**config.mk**
```make
export PLATFORM = sky130hd
export DESIGN_NAME = hdmi_line_fetch_ctrl
export DESIGN_NICKNAME = d
export VERILOG_FILES = /design/src/rtl/hdmi_line_fetch_ctrl_pkg.sv /design/src/rtl/hdmi_burst_len.sv /design/src/rtl/hdmi_line_fetch_ctrl.sv
export SDC_FILE = /design/constraint.sdc
export NUM_CORES = 1
export LEC_CHECK = 0
export ABC_AREA = 1
export CORE_ASPECT_RATIO = 1.25
export CORE_MARGIN = 1.5
export CORE_UTILIZATION = 40
export CTS_BUF_LIST = sky130_fd_sc_hd__clkbuf_16
export DETAILED_ROUTE_END_ITERATION = 12
export GPL_TIMING_DRIVEN = 1
export PLACE_DENSITY = 0.72
export SYNTH_ARGS = -nofsm -noshare
export SYNTH_HDL_FRONTEND = slang
export SYNTH_SLANG_ARGS = --single-unit
```
**constraint.sdc**
```tcl
create_clock -name clock -period 5.2 [get_ports clock]
set_clock_uncertainty 0.1 [all_clocks]
set_input_delay 0.52 -clock clock [delete_from_list [all_inputs] [get_ports clock]]
set_output_delay 0.52 -clock clock [all_outputs]
set_load 0.02 [all_outputs]
```
**src/rtl/hdmi_line_fetch_ctrl_pkg.sv**
```systemverilog
`default_nettype none
// ============================================================================
// Module      : hdmi_line_fetch_ctrl_pkg
// Description : Shared types and constants for the HDMI line fetch controller.
// Revision    : 1.0 - initial release
// ============================================================================
package hdmi_line_fetch_ctrl_pkg;

    // Fetch sequencer states
    typedef enum logic [1:0] {
        S_IDLE    = 2'd0,
        S_REQUEST = 2'd1,
        S_BEGIN   = 2'd2,
        S_DATA    = 2'd3
    } fetch_state_t;

    // Default maximum words per bus burst
    localparam int c_BURST_WORDS_DEFAULT = 16;

    // A lineWords value of zero stands for a full 256-word line
    localparam logic [8:0] c_LINE_WORDS_ZERO = 9'd256;

    // Expand the 8-bit line length into a 9-bit word count
    function automatic logic [8:0] decode_line_words(input logic [7:0] words);
        return (words == 8'd0) ? c_LINE_WORDS_ZERO : {1'b0, words};
    endfunction

endpackage
`default_nettype wire

```
**src/rtl/hdmi_burst_len.sv**
```systemverilog
`default_nettype none
// ============================================================================
// Module      : hdmi_burst_len
// Description : Length of the next burst: min(remaining words, BURST_WORDS).
// Revision    : 1.0 - initial release
// ============================================================================
module hdmi_burst_len #(
    parameter int BURST_WORDS = 16
) (
    input  logic [8:0] remaining,
    output logic [8:0] burst_len
);

    localparam logic [8:0] c_MAX_WORDS = 9'(BURST_WORDS);

    // Clamp the outstanding word count to the largest allowed burst
    always_comb begin
        burst_len = (remaining > c_MAX_WORDS) ? c_MAX_WORDS : remaining;
    end

endmodule
`default_nettype wire

```
**src/rtl/hdmi_line_fetch_ctrl.sv**
```systemverilog
`default_nettype none
// ============================================================================
// Module      : hdmi_line_fetch_ctrl
// Description : Fetches video lines over a burst read bus into a two-bank
//               line buffer, ping-ponging banks line by line.
// Revision    : 1.0 - initial release
// ============================================================================
module hdmi_line_fetch_ctrl
    import hdmi_line_fetch_ctrl_pkg::*;
#(
    parameter int BURST_WORDS    = c_BURST_WORDS_DEFAULT,
    parameter int LINE_BANK_BITS = 8
) (
    input  logic                      clock,
    input  logic                      reset,
    input  logic [31:0]               frameBaseAddress,
    input  logic [7:0]                lineWords,
    input  logic                      startFrame,
    input  logic                      lineRequest,
    output logic                      lineDone,
    output logic                      readBank,
    output logic                      busy,
    output logic                      overrun,
    output logic                      busErrorFlag,
    output logic                      busRequest,
    input  logic                      busGrant,
    output logic                      beginTransaction,
    output logic [31:0]               addressData,
    output logic [7:0]                burstSize,
    input  logic                      dataValid,
    input  logic [31:0]               dataIn,
    input  logic                      endTransaction,
    input  logic                      busError,
    output logic [LINE_BANK_BITS:0]   ramAddress,
    output logic                      ramWriteEnable,
    output logic [31:0]               ramDataIn
);

    localparam logic [LINE_BANK_BITS-1:0] c_IDX_ONE = 1;

    fetch_state_t               r_state;
    fetch_state_t               w_next_state;
    logic [8:0]                 r_remaining;
    logic [8:0]                 r_line_words;
    logic [8:0]                 r_burst_left;
    logic [LINE_BANK_BITS-1:0]  r_word_index;
    logic [31:0]                r_line_addr;
    logic                       r_fill_bank;
    logic                       r_read_bank;
    logic                       r_pending_start;
    logic                       r_overrun;
    logic                       r_bus_err;
    logic                       r_line_done;

    logic [8:0]                 w_burst_len;
    logic [8:0]                 w_offset;
    logic [8:0]                 w_rem_after;
    logic [31:0]                w_fetch_addr;
    logic [31:0]                w_line_bytes;
    logic                       w_beat;
    logic                       w_line_end;
    logic                       w_abort;

    hdmi_burst_len #(
        .BURST_WORDS (BURST_WORDS)
    ) u_burst_len (
        .remaining (r_remaining),
        .burst_len (w_burst_len)
    );

    // Words already fetched give the byte offset of the next burst
    assign w_offset     = r_line_words - r_remaining;
    assign w_fetch_addr = r_line_addr + {21'd0, w_offset, 2'b00};
    assign w_line_bytes = {21'd0, r_line_words, 2'b00};
    assign w_rem_after  = r_remaining - {8'd0, w_beat};

    assign busy         = (r_state != S_IDLE);
    assign lineDone     = r_line_done;
    assign readBank     = r_read_bank;
    assign overrun      = r_overrun;
    assign busErrorFlag = r_bus_err;

    // State register
    always_ff @(posedge clock) begin
        if (reset) begin
            r_state <= S_IDLE;
        end else begin
            r_state <= w_next_state;
        end
    end

    // Next-state decode and bus / line-buffer port drive
    always_comb begin
        w_next_state     = r_state;
        busRequest       = 1'b0;
        beginTransaction = 1'b0;
        addressData      = 32'd0;
        burstSize        = 8'd0;
        ramWriteEnable   = 1'b0;
        ramAddress       = '0;
        ramDataIn        = 32'd0;
        w_beat           = 1'b0;
        w_line_end       = 1'b0;
        w_abort          = 1'b0;
        case (r_state)
            S_IDLE: begin
                if (lineRequest) begin
                    w_next_state = S_REQUEST;
                end
            end
            S_REQUEST: begin
                busRequest = 1'b1;
                if (busGrant) begin
                    w_next_state = S_BEGIN;
                end
            end
            S_BEGIN: begin
                beginTransaction = 1'b1;
                addressData      = w_fetch_addr;
                burstSize        = 8'(w_burst_len - 9'd1);
                if (busError) begin
                    w_abort      = 1'b1;
                    w_next_state = S_IDLE;
                end else begin
                    busRequest   = 1'b1;
                    w_next_state = S_DATA;
                end
            end
            S_DATA: begin
                busRequest = !(endTransaction || busError);
                if (busError) begin
                    // Data accompanying an error is not trusted; drop the line
                    w_abort      = 1'b1;
                    w_next_state = S_IDLE;
                end else begin
                    // Beats past the granted burst length are discarded
                    w_beat = dataValid && (r_burst_left != 9'd0);
                    if (w_beat) begin
                        ramWriteEnable = 1'b1;
                        ramAddress     = {r_fill_bank, r_word_index};
                        ramDataIn      = dataIn;
                    end
                    if (endTransaction) begin
                        if (w_rem_after == 9'd0) begin
                            w_line_end   = 1'b1;
                            w_next_state = S_IDLE;
                        end else begin
                            w_next_state = S_REQUEST;
                        end
                    end
                end
            end
            default: begin
                w_next_state = S_IDLE;
            end
        endcase
    end

    // Line bookkeeping: counters, bank ping-pong, address advance and flags
    always_ff @(posedge clock) begin
        if (reset) begin
            r_remaining     <= 9'd0;
            r_line_words    <= 9'd0;
            r_burst_left    <= 9'd0;
            r_word_index    <= '0;
            r_line_addr     <= 32'd0;
            r_fill_bank     <= 1'b0;
            r_read_bank     <= 1'b1;
            r_pending_start <= 1'b0;
            r_overrun       <= 1'b0;
            r_bus_err       <= 1'b0;
            r_line_done     <= 1'b0;
        end else begin
            r_line_done <= 1'b0;

            if (r_state != S_IDLE) begin
                if (lineRequest) begin
                    r_overrun <= 1'b1;
                end
                if (startFrame) begin
                    r_pending_start <= 1'b1;
                end
            end

            case (r_state)
                S_IDLE: begin
                    // Rewind first so a simultaneous request fetches from the base
                    if (startFrame) begin
                        r_line_addr <= frameBaseAddress;
                        r_fill_bank <= 1'b0;
                        r_read_bank <= 1'b1;
                        r_overrun   <= 1'b0;
                        r_bus_err   <= 1'b0;
                    end
                    if (lineRequest) begin
                        r_remaining  <= decode_line_words(lineWords);
                        r_line_words <= decode_line_words(lineWords);
                        r_word_index <= '0;
                    end
                end
                S_BEGIN: begin
                    r_burst_left <= w_burst_len;
                end
                S_DATA: begin
                    if (w_beat) begin
                        r_word_index <= r_word_index + c_IDX_ONE;
                        r_remaining  <= w_rem_after;
                        r_burst_left <= r_burst_left - 9'd1;
                    end
                end
                default: begin
                end
            endcase

            if (w_abort) begin
                r_bus_err <= 1'b1;
            end

            if (w_line_end) begin
                r_line_done <= 1'b1;
                r_read_bank <= r_fill_bank;
                r_fill_bank <= ~r_fill_bank;
                r_line_addr <= r_line_addr + w_line_bytes;
            end

            // A frame restart requested mid-line lands once the line is over;
            // the flags recorded during that line are kept
            if (w_abort || w_line_end) begin
                r_pending_start <= 1'b0;
                if (r_pending_start || startFrame) begin
                    r_line_addr <= frameBaseAddress;
                    r_fill_bank <= 1'b0;
                    r_read_bank <= 1'b1;
                end
            end
        end
    end

endmodule
`default_nettype wire

```
---- Word-level counts from Yosys, hierarchy flattened ----
Index checks and enable logic that the tools add are counted.
cells by class
  add/sub/neg operators ................... 7
  order comparisons ....................... 1
  eq/ne operators ......................... 7
  multiplexer cells ....................... 62
  bitwise operators ....................... 1
  reductions and logical operators ........ 22
operators by type and width
  cell                                                                              count
  32-bit two-way mux                                                                9
  9-bit two-way mux                                                                 8
  32-bit by 11-bit adder with 32-bit output                                         2
  9-bit case mux with 2 select lines                                                2
  1-bit two-way mux                                                                 32
  8-bit two-way mux                                                                 3
  8-bit case mux with 2 select lines                                                1
  2-bit two-way mux                                                                 5
  2-bit nonzero test                                                                5
  9-bit by 5-bit greater-than comparator with 1-bit output (second input constant)  1
  9-bit zero test                                                                   1
  9-bit nonzero test                                                                1
  9-bit by 1-bit subtractor with 9-bit output                                       1
  9-bit by 1-bit subtractor with 9-bit output (second input constant)               1
  9-bit subtractor                                                                  1
  8-bit by 1-bit adder with 8-bit output (second input constant)                    1
  8-bit zero test                                                                   1
  2-bit case mux with 4 select lines                                                1
  2-bit AND reduction                                                               4
  8-bit by 1-bit subtractor with 8-bit output (second input constant)               1
  2-bit != test (second input constant)                                             3
  3-bit AND reduction                                                               2
  2-bit == test (second input constant)                                             2
  2-bit OR reduction                                                                2
  8 further kinds                                                                   10
storage, ports and cells
  bits in registers ....................... 75
  output and inout port bits .............. 89
  logic and storage cells ................. 112

---- Logic depth before layout (Yosys ltp) ----
  depth in word-level cells ............... 13
  mapped depth ............................ 24
  depth with buffers taken out ............ 24

---- By module ----
Synthesis repeated with hierarchy kept, for this count alone.
unflattened totals
  cell total of the unflattened synthesis .. 1279
  area total of the unflattened synthesis .. 7168.1 um^2
modules (own cells, without submodules)
  module                times used  cells an instance  area each (um^2)  seq. area each (um^2)
  hdmi_line_fetch_ctrl  1           1256               7060.5            1501.4
  hdmi_burst_len        1           23                 107.6             0.0

---- Least setup slack after synthesis ----
No wires, ideal clock.
  kind .................................... register -> output
  start point ............................. register r_remaining[0]
  end point ............................... output addressData[17]
  data arrival time ....................... 3.279 ns
  data required time ...................... 4.580 ns
  slack ................................... 1.301 ns
  cell stages (with the launch flop) ...... 23
  buffers on the path ..................... 0
  cell sequence ........................... dfxtp_1 ha_1 inv_1 fa_1 nand3_1 nand3_1 nand2_1 nand2_1 nand2_1 a21oi_1 nor2_1 nor2_1 nor2_1 xnor2_1 ha_1 nand2_1 nor2_1 nand3_1 o2111ai_1 nand2_1 nor2_1 nor2_1 nor3b_1
between the ends
  cells in the longest elaborated chain, start to end .. 3
RTL lines
  element                                    RTL line                     RTL
  start, declared                            hdmi_line_fetch_ctrl.sv:43   logic [8:0] r_remaining;
  start signal, assigned                     hdmi_line_fetch_ctrl.sv:196  r_remaining <= decode_line_words(lineWords);
  start signal, assigned                     hdmi_line_fetch_ctrl.sv:207  r_remaining <= w_rem_after;
  9-bit subtractor                           hdmi_line_fetch_ctrl.sv:72   assign w_offset = r_line_words - r_remaining;
  32-bit by 11-bit adder with 32-bit output  hdmi_line_fetch_ctrl.sv:73   assign w_fetch_addr = r_line_addr + {21'd0, w_offset, 2'b00};
  32-bit two-way mux                         hdmi_line_fetch_ctrl.sv:105  case (r_state)
  end, declared                              hdmi_line_fetch_ctrl.sv:28   output logic [31:0] addressData,
No other way between the ends.

---- Worst setup path after layout ----
  start point ............................. register r_remaining[2]
  end point ............................... output addressData[30]
The elaborated chain is that of the path after synthesis.

==> flow_summary.json <==
{
  "status": "completed",
  "yosysMostFrequentCell": "nand2_1",
  "post_route_cells_drive_above_1_share_pct": 3.542,
  "fp.dieH_um": 147.9,
  "ff2ff_setup_slack_ns": 1.41,
  "final_antenna_net_count": 0,
  "layout_setup_ws_ns": 0.3529,
  "worstSkewPairLatency_ns": 0.35,
  "synthSimpleGateAreaFrac_pct": 38.80,
  "clk_pin_slew_worst_paths_ns": 0.06,
  "hold_violations": 0,
  "syn_nets": 1291,
  "grt_usage_pct": 25.51,
  "critPathLaunchType": "register",
  "rows": 52,
  "critPathMaxFanout": 5,
  "p_switching_mw": 0.8230,
  "cts_hold_buf": 0,
  "cts_tree": "yes",
  "synth_top_area_cell": "dfxtp_1",
  "diodes": 0,
  "grt_pass1_vias": 7495,
  "cts-root-buf": "clkbuf_16",
  "synth_edf_count": 0,
  "dpl.hpwl_mm": 16.79,
  "crit_start": "r_remaining[2]",
  "synth_cells": 1176,
  "maxSlewHeadroom_pct": 35.14,
  "slew_viol_final": 0,
  "die_x_um": 118.9,
  "period_needed_ns": 4.847,
  "fmax_mhz": 206.3,
  "drtPass1Iterations": 5,
  "grt_start_max_net_pins": 59,
  "cp-end-kind": "primary output",
  "yosys_warnings": 0,
  "coreArea_um2": 16330,
  "async_reset_ff_share_pct": 0,
  "fillers": 1684,
  "leakagePower_nw": 4.150,
  "p_int_mw": 1.407,
  "yosys.area_share.xor_xnor_pct": 3.893,
  "port_buffers": 168,
  "synth_area_um2": 6716,
  "dp_slack_ns": 0.5570,
  "post_drt_via_cell_ratio": 5.212,
  "synth_top_area_share_pct": 22.35,
  "worstReg2RegStart": "r_state[0]",
  "power_density_nw_per_um2": 250.3,
  "rsz0062_at_grt": "false",
  "finalSetupTns_ns": 0,
  "post-route-drc-count": 0,
  "worst_pin_slew_ns": 0.9693,
  "power_frac_comb_pct": 36.9,
  "hp-class": "reg2reg",
  "area_delta_synth_final_pct": 32.62,
  "antenna_found_initial": 0,
  "path_class": "reg2out",
  "synth_seq_cells": 75,
  "ys_types": 43,
  "synth_top_family_by_area": "simple AND/OR/NAND/NOR gates",
  "avgSynthCellArea_um2": 5.711,
  "cts_buffers": 9,
  "wl_per_cell_um": 14.54,
  "finalCritPeriodShare_pct": 93.21,
  "routed_wl_mm": 22.44,
  "synth.area.mux_share_pct": 0.4471,
  "synth_compound_area_share_pct": 16.23,
  "critPathRequiredTime_ns": 4.58,
  "rr_endpoint": "r_line_addr[5]",
  "synthTopCellsByArea": "dfxtp_1 22%, nand2_1 17%, nor2_1 12%",
  "setup_violations": 0,
  "swShare_pct": 36.91,
  "synthAdderAreaFrac_pct": 6.855,
  "ir_drop_mv": 0.1546,
  "synth-main-ff-cell": "dfxtp_1",
  "grt_pass1_wl_mm": 36.06,
  "io_pins": 169,
  "arrival_ns": 4.23,
  "drv_cap": 0,
  "drt-initial-drc-count": 578,
  "power_frac_seq_pct": 30.7,
  "dieArea_um2": 17580,
  "r2r_cells": 19,
  "clkPwrFrac_pct": 32.4,
  "vias": 8042,
  "final_nets": 1438,
  "clockBufferDepth": 2,
  "crit_end": "addressData[30]",
  "floorplan.initialDensity_pct": 41.13,
  "gp_congestion": 0.9605,
  "synth_common_cells": "307 x nand2_1, 207 x nor2_1, 146 x inv_1",
  "yosysSeqAreaShare_pct": 22.35,
  "overflow": 0,
  "cts_sinks": 75,
  "htreeDepth": 3
}
-- layout by cell type (no fill, tap or decap), types with 19 or more instances in the layout --
cell	instances
a21oi_1	86
clkdlybuf4s50_1	160
dfxtp_1	75
ha_1	32
inv_1	145
nand2_1	305
nand3_1	59
nor2_1	204
nor3_1	24
o21ai_0	95
xor2_1	19
-- worst max-delay path, cell delays in order, from the launching register on --
cell	delay, ns
dfxtp_1	0.46
inv_2	0.08
ha_1	0.35
a21oi_1	0.14
nand2_1	0.09
nand2_1	0.07
nand2_1	0.05
nand2_1	0.05
nand2_1	0.07
a21oi_1	0.13
nor2_1	0.05
nor2_1	0.11
xor2_1	0.16
ha_1	0.29
a21oi_1	0.14
o21a_1	0.13
nand2_1	0.11
a21oi_2	0.25
nor2_1	0.11
nand2_1	0.12
nor3_1	0.06
nor3_1	0.19
clkdlybuf4s50_1	0.66
-- layout make-up --
class	count	area (um2)	area share (%)
multi-input cells	908	4469	50.18
clock inverters	6	105.1	1.180
clock buffers	9	225.2	2.528
well taps	216	270.3	3.034
repair buffers	176	1762	19.78
inverters	153	574.3	6.448
flip-flops and latches	75	1501	16.86
-- state kept, by name, summed over array words and instances, names as in the netlist --
register,cells
r_fill_bank,1
overrun,1
r_word_index,8
readBank,1
r_line_addr,32
lineDone,1
r_remaining,9
r_pending_start,1
r_line_words,9
busErrorFlag,1
r_state,2
r_burst_left,9
-- worst min path at each step --
stage	start	endpoint	slack [ns]	cells after the start
finish	busErrorFlag	busErrorFlag	0.38	2
global route	r_word_index[7]	r_word_index[7]	0.41	2
CTS	busErrorFlag	busErrorFlag	0.39	2
detailed placement	busErrorFlag	busErrorFlag	0.38	2
global placement	r_word_index[1]	r_word_index[1]	0.37	2
floorplan	r_line_words[2]	r_line_words[2]	0.35	2
-- cells by family (layout without fill, tap and decap cells) --
logic type / count (synthesis) / in the layout
AOI/OAI and AO/OA: 209 / 209
xor gates and xnor gates: 29 / 29
adders and majority gates: 35 / 35
buffers and inverters: 193 / 344
DFF: 75 / 75
muxes: 3 / 3
and+or+nand+nor: 632 / 632
-- repair_timing --
| action | in CTS | in global routing |
|---|---|---|
| hold endpoints to repair | 0 | 0 |
| buffers inserted | 0 | 1 |
| setup endpoints to repair | 0 | 18 |
| gates resized for setup | 0 | 15 |
-- power by group through the flow --
stage	Sequential (mW)	Clock, mW	Combinational (mW)
floorplan	0.673	0	0.574
global placement	0.695	0	0.803
detailed placement	0.696	0	0.807
CTS	0.683	0.733	0.813
global route	0.690	0.755	0.928
finish	0.685	0.722	0.822
-- per-layer routing --
| metal | global-route usage, % | part of all wire, % | up-vias |
|---|---|---|---|
| met5 | 0 | 0 | - |
| met2 | 45.41 | 48 | 358 |
| met4 | 12.05 | 4.0 | 0 |
| met3 | 4.090 | 6.6 | 57 |
| met1 | 29.86 | 41 | 3574 |
| li1 | - | - | 4053 |
-- through the flow --
stage	std cells	util, %	cell area (um2)	power [mW]	hold WS (ns)
global route	1543	54.54	8907	2.373	0.4067
finish	1543	54.54	8907	2.229	0.3847
global placement	1527	52.22	8528	1.498	0.3735
floorplan	1176	-	6716	1.248	0.3483
detailed placement	1527	52.22	8528	1.503	0.3770
CTS	1542	54.24	8859	2.229	0.3867
Power figures use the tool's default switching activity.
